<file path="src/rtl/regfile_wb_arbiter.sv">
// Write-port sequencer for the register file: zero-fills registers 1..NUM_REGS-1 after
// reset, then round-robins the single write port between ALU (A) and load (B) write-back.
module regfile_wb_arbiter #(
  parameter int NUM_REGS      = 32,
  parameter int ADDR_W        = 5,
  parameter int DATA_W        = 32,
  parameter int INIT_ON_RESET = 1
) (
  input  logic              clk,
  input  logic              rst_n,
  input  logic              a_valid,
  output logic              a_ready,
  input  logic [ADDR_W-1:0] a_addr,
  input  logic [DATA_W-1:0] a_data,
  input  logic              b_valid,
  output logic              b_ready,
  input  logic [ADDR_W-1:0] b_addr,
  input  logic [DATA_W-1:0] b_data,
  output logic              rf_we,
  output logic [ADDR_W-1:0] rf_waddr,
  output logic [DATA_W-1:0] rf_wdata,
  output logic              init_done
);

  typedef enum logic {
    ST_INIT = 1'b0,
    ST_RUN  = 1'b1
  } state_t;

  // cnt is one bit wider than an address so it can reach NUM_REGS, which marks the
  // single idle cycle between the last fill write and RUN.
  localparam logic [ADDR_W:0] INIT_END = (ADDR_W + 1)'(NUM_REGS);
  localparam logic [ADDR_W:0] CNT_START = (ADDR_W + 1)'(1);

  state_t          state;
  state_t          state_next;
  logic [ADDR_W:0] cnt;
  logic            init_last;
  logic            last_grant_b;
  logic            grant_a;
  logic            grant_b;

  assign init_last = (cnt == INIT_END);

  always_ff @(posedge clk or negedge rst_n) begin
    if (!rst_n) begin
      if (INIT_ON_RESET != 0) state <= ST_INIT;
      else                    state <= ST_RUN;
    end else begin
      state <= state_next;
    end
  end

  always_comb begin
    state_next = state;
    if (state == ST_INIT && init_last) state_next = ST_RUN;
  end

  // Handshake: a write transfers on a cycle where x_valid && x_ready. x_ready is
  // combinational from both valids and last_grant, is only ever high in RUN, and at
  // most one ready is high. An unaccepted requester holds valid/addr/data stable.
  always_comb begin
    grant_a = 1'b0;
    grant_b = 1'b0;
    if (state == ST_RUN) begin
      if (a_valid && b_valid) begin
        grant_a = last_grant_b;
        grant_b = !last_grant_b;
      end else begin
        grant_a = a_valid;
        grant_b = b_valid;
      end
    end
  end

  assign a_ready   = grant_a;
  assign b_ready   = grant_b;
  assign init_done = (state == ST_RUN);

  // Registered write port; register 0 writes complete the handshake but never strobe.
  always_ff @(posedge clk or negedge rst_n) begin
    if (!rst_n) begin
      rf_we        <= 1'b0;
      rf_waddr     <= '0;
      rf_wdata     <= '0;
      cnt          <= CNT_START;
      last_grant_b <= 1'b1;
    end else begin
      case (state)
        ST_INIT: begin
          if (!init_last) begin
            rf_we    <= 1'b1;
            rf_waddr <= cnt[ADDR_W-1:0];
            rf_wdata <= '0;
            cnt      <= cnt + CNT_START;
          end else begin
            rf_we <= 1'b0;
          end
        end
        ST_RUN: begin
          if (grant_a) begin
            rf_we        <= (a_addr != '0);
            rf_waddr     <= a_addr;
            rf_wdata     <= a_data;
            last_grant_b <= 1'b0;
          end else if (grant_b) begin
            rf_we        <= (b_addr != '0);
            rf_waddr     <= b_addr;
            rf_wdata     <= b_data;
            last_grant_b <= 1'b1;
          end else begin
            rf_we <= 1'b0;
          end
        end
        default: rf_we <= 1'b0;
      endcase
    end
  end

  a_ready_onehot: assert property (@(posedge clk) disable iff (!rst_n) !(a_ready && b_ready));
  no_reg0_write:  assert property (@(posedge clk) disable iff (!rst_n) !(rf_we && rf_waddr == '0));

endmodule
</file>
<file path="config.mk">
export PLATFORM = sky130hd
export DESIGN_NAME = regfile_wb_arbiter
export DESIGN_NICKNAME = d
export VERILOG_FILES = /design/src/rtl/regfile_wb_arbiter.sv
export SDC_FILE = /design/constraint.sdc
export NUM_CORES = 1
export LEC_CHECK = 0
export ABC_AREA = 1
export CORE_ASPECT_RATIO = 0.5
export CORE_MARGIN = 5
export CORE_UTILIZATION = 40
export CTS_BUF_LIST = sky130_fd_sc_hd__clkbuf_8
export DETAILED_ROUTE_END_ITERATION = 10
export PLACE_DENSITY = 0.72
export SYNTH_ARGS = -nofsm -noshare
export SYNTH_HDL_FRONTEND = slang
export SYNTH_SLANG_ARGS = --single-unit
</file>
<file path="constraint.sdc">
create_clock -name clk -period 1.85 [get_ports clk]
set_clock_uncertainty 0.2 [all_clocks]
set_input_delay 0.4625 -clock clk [delete_from_list [all_inputs] [get_ports clk]]
set_output_delay 0.4625 -clock clk [all_outputs]
set_load 0.03 [all_outputs]
</file>
==> results of run 1 <==
## per-stage QoR
stage / utilization / instances / worst slack [ns] / setup TNS, ns
finish: 0.623 / 618 / -0.0460 / -0.0460
global route: 0.623 / 618 / -0.0957 / -0.506
CTS: 0.600 / 606 / -0.121 / -0.121
detailed placement: 0.591 / 597 / -0.329 / -11.34
global placement: 0.591 / 597 / -0.293 / -9.99
floorplan: - / 386 / 0.0564 / 0
## state kept, by name, indices dropped and copies added, names as in the netlist
register	count
rf_wdata	32
cnt	6
rf_waddr	5
init_done	1
last_grant_b	1
rf_we	1
## path summary, 6_finish.rpt
check | end | slack [ns] | cells after the start
worst max register to register | rf_wdata[21] | 0.03 | 10
worst max-delay path | a_ready | -0.05 | 5
max in group asynchronous | cnt[0] | 0.57 | 3
worst min register to register | cnt[5] | 0.30 | 1
worst min-delay path | cnt[5] | 0.30 | 1
min in group asynchronous | rf_waddr[3] | 0.35 | 2
## layer usage
metal  vias to the layer above  wire (um)
met5                         -          0
met4                         0        142
met3                        13        370
met2                        52       4150
met1                      1293       3630
li1                       1465          -
## cells by family after synthesis
family                     share of synthesized area
xor gates and xnor gates                      0.0119
adders and majority gates                    0.00851
and+or+nand+nor                                0.383
AOI/OAI and AO/OA                             0.0702
DFF                                            0.392
buffers and inverters                          0.134
## cell usage in the layout, fill, tap and decap left out, types with 6 or more instances in the layout
master           count
o21ai_0             25
clkdlybuf4s50_1     74
clkbuf_8             6
dfrtp_1             43
dlygate4sd2_1       40
nand2_1            158
nand3_1             20
buf_12               9
nand3_2             30
inv_1               42
buf_4               21
o21ai_1             10
## power by group
| group | internal (W) | switching (W) | total, W |
|---|---|---|---|
| Combinational | 0.000532 | 0.000684 | 0.00122 |
| Clock | 0.000297 | 0.000357 | 0.000654 |
| Sequential | 0.00114 | 0.0000862 | 0.00123 |
| Total | 0.00197 | 0.00113 | 0.00310 |
## final cells by class
class                      instances  area (sq um)
multi-input combinational        268          1400
sequential                        46          1150
fill                             662          2730
inverter                          49           196
timing repair buffer             151          1540
tap                               96           120
clock inverter                     2          8.76
clock buffer                       6          82.6
## timing repair
item | 4_1_cts | 5_1_grt
buffers inserted | 0 | 9
hold buffers | 1 | 0
endpoints found under the hold margin | 8 | 0
gates resized for setup | 46 | 3
endpoints found under the setup margin | 41 | 25
pin swaps | 1 | 5
cloned | 0 | 3
==> reports/metrics.yaml, run 1 <==
job:
  maxCapViolations: 0
synth:
  ys_seq_elements: 46
  synthArstFlopShare: 1.00
  yosysWarnings: 0
  synth_area_sq_um: 2940
  yosysMostFrequentCell: "nand2_1"
  synth_enable_flop_cells: 0
  yosysUniqueCellTypes: 31
  yosysSeqAreaShare: 0.392
  synth_flop_cell: "dfrtp_1"
  synthTopCellsByArea: "dfrtp_1 (37%), nand2_1 (20%), nand3_2 (10%)"
  syn_nets: 466
  syn_inst: 386
  avgSynthCellArea_sq_um: 7.62
  synth_top_area_frac: 0.374
  synth_largest_area_cell: "dfrtp_1"
  synthTopCellsByCount: "nand2_1 (158), dfrtp_1 (44), inv_1 (41)"
global_routing:
  gr-total-overflow: 0
  grt_start_max_net_pins: 43
  gr-usage-met3: 0.0384
  use_met2: 0.278
  use_met1: 0.215
  antenna_found_initial: 0
  grt_busiest_layer: "met2"
  grt_pass1_wl_um: 12700
  grt.total_usage: 0.165
  grt_pass1_vias: 2545
sta:
  grt_setup_unrepaired: "yes"
  worst_hold_slack_ns: 0.302
  tightest_slew_ns: 0.349
  fin_crit_sh: 1.02
  fmax_mhz: 527
  relSlewSlack: 0.769
  setup_violations: 1
  setup_slack_ns: -0.0460
  hold_viol: 0
  slew_violations: 0
  post-route-min-period_ns: 1.90
floorplanning:
  core_sq_um: 7240
  die_w_um: 131
  num_rows: 22
  die_y_um: 70.6
  ios: 119
  fp.dieArea_sq_um: 9270
  start_util: 0.406
hold_path:
  min_path_type: "register to register"
  hp-start: "cnt[5]"
route:
  drt-initial-drc-count: 142
  antenna_left: 0
  firstDrtPassIters: 4
  post_drt_wl_per_cell_um: 13.4
  dr_total_vias: 2823
  wl_um: 8300
  routed_via_density: 4.57
  drc: 0
place:
  port_buffers: 118
  dpl_cell_area_sq_um: 4280
  hpwl_um: 5980
  place.gp.congestion: 0.812
setup_path:
  cpMaxStageDelayCell: "dfstp_2"
  critical-path-max-stage-delay_ns: 0.55
  r2r_start: "init_done"
  cp-end-kind: "output port"
  path_delay_family: "flip-flops"
  crit_buf_inv: 3
  critPathLaunchType: "register"
  cp_max_fo: 3
  crit_start: "last_grant_b"
  critPathKind: "register to output port"
  cp_cell_sequence: "inv_2 > nand2_4 > nand2_8 > inv_8 > buf_6"
  worstPathRequired_ns: 1.19
  cp.arrival_ns: 1.23
clocking:
  cts_buffers: 5
  clockBufferDepth: 2
  path_clk_slew_ns: 0.09
  worst_skew_pair.late_latency_ns: 0.30
  cts_tree: "yes"
  htree_levels: 2
  root_buffer: "clkbuf_8"
  cts_sinks: 46
cells_and_area:
  area_growth_syn_to_layout_pct: 53.2
  nets: 601
  drive_above_1_share: 0.170
  num_antenna_cells: 0
  postLayoutCellArea_sq_um: 4510
outcome:
  outcome: "finished, violations left"
  violations: "setup timing"
power:
  power_density_nw_per_um2: 688
  vdd_drop_max_mv: 0.373
  finalPower_w: 0.00310
  leakagePower_nw: 2.37
(Power assumes the default switching activity.)
==> run 2: changes to the inputs <==
--- a/config.mk
+++ b/config.mk
@@ -12,6 +12,7 @@
 export CTS_BUF_LIST = sky130_fd_sc_hd__clkbuf_8
 export DETAILED_ROUTE_END_ITERATION = 10
 export PLACE_DENSITY = 0.72
+export SLEW_MARGIN = 20
 export SYNTH_ARGS = -nofsm -noshare
 export SYNTH_HDL_FRONTEND = slang
 export SYNTH_SLANG_ARGS = --single-unit
==> results of run 2 <==
Same layout as run 1: the final DEF is identical, and so are final timing and power.
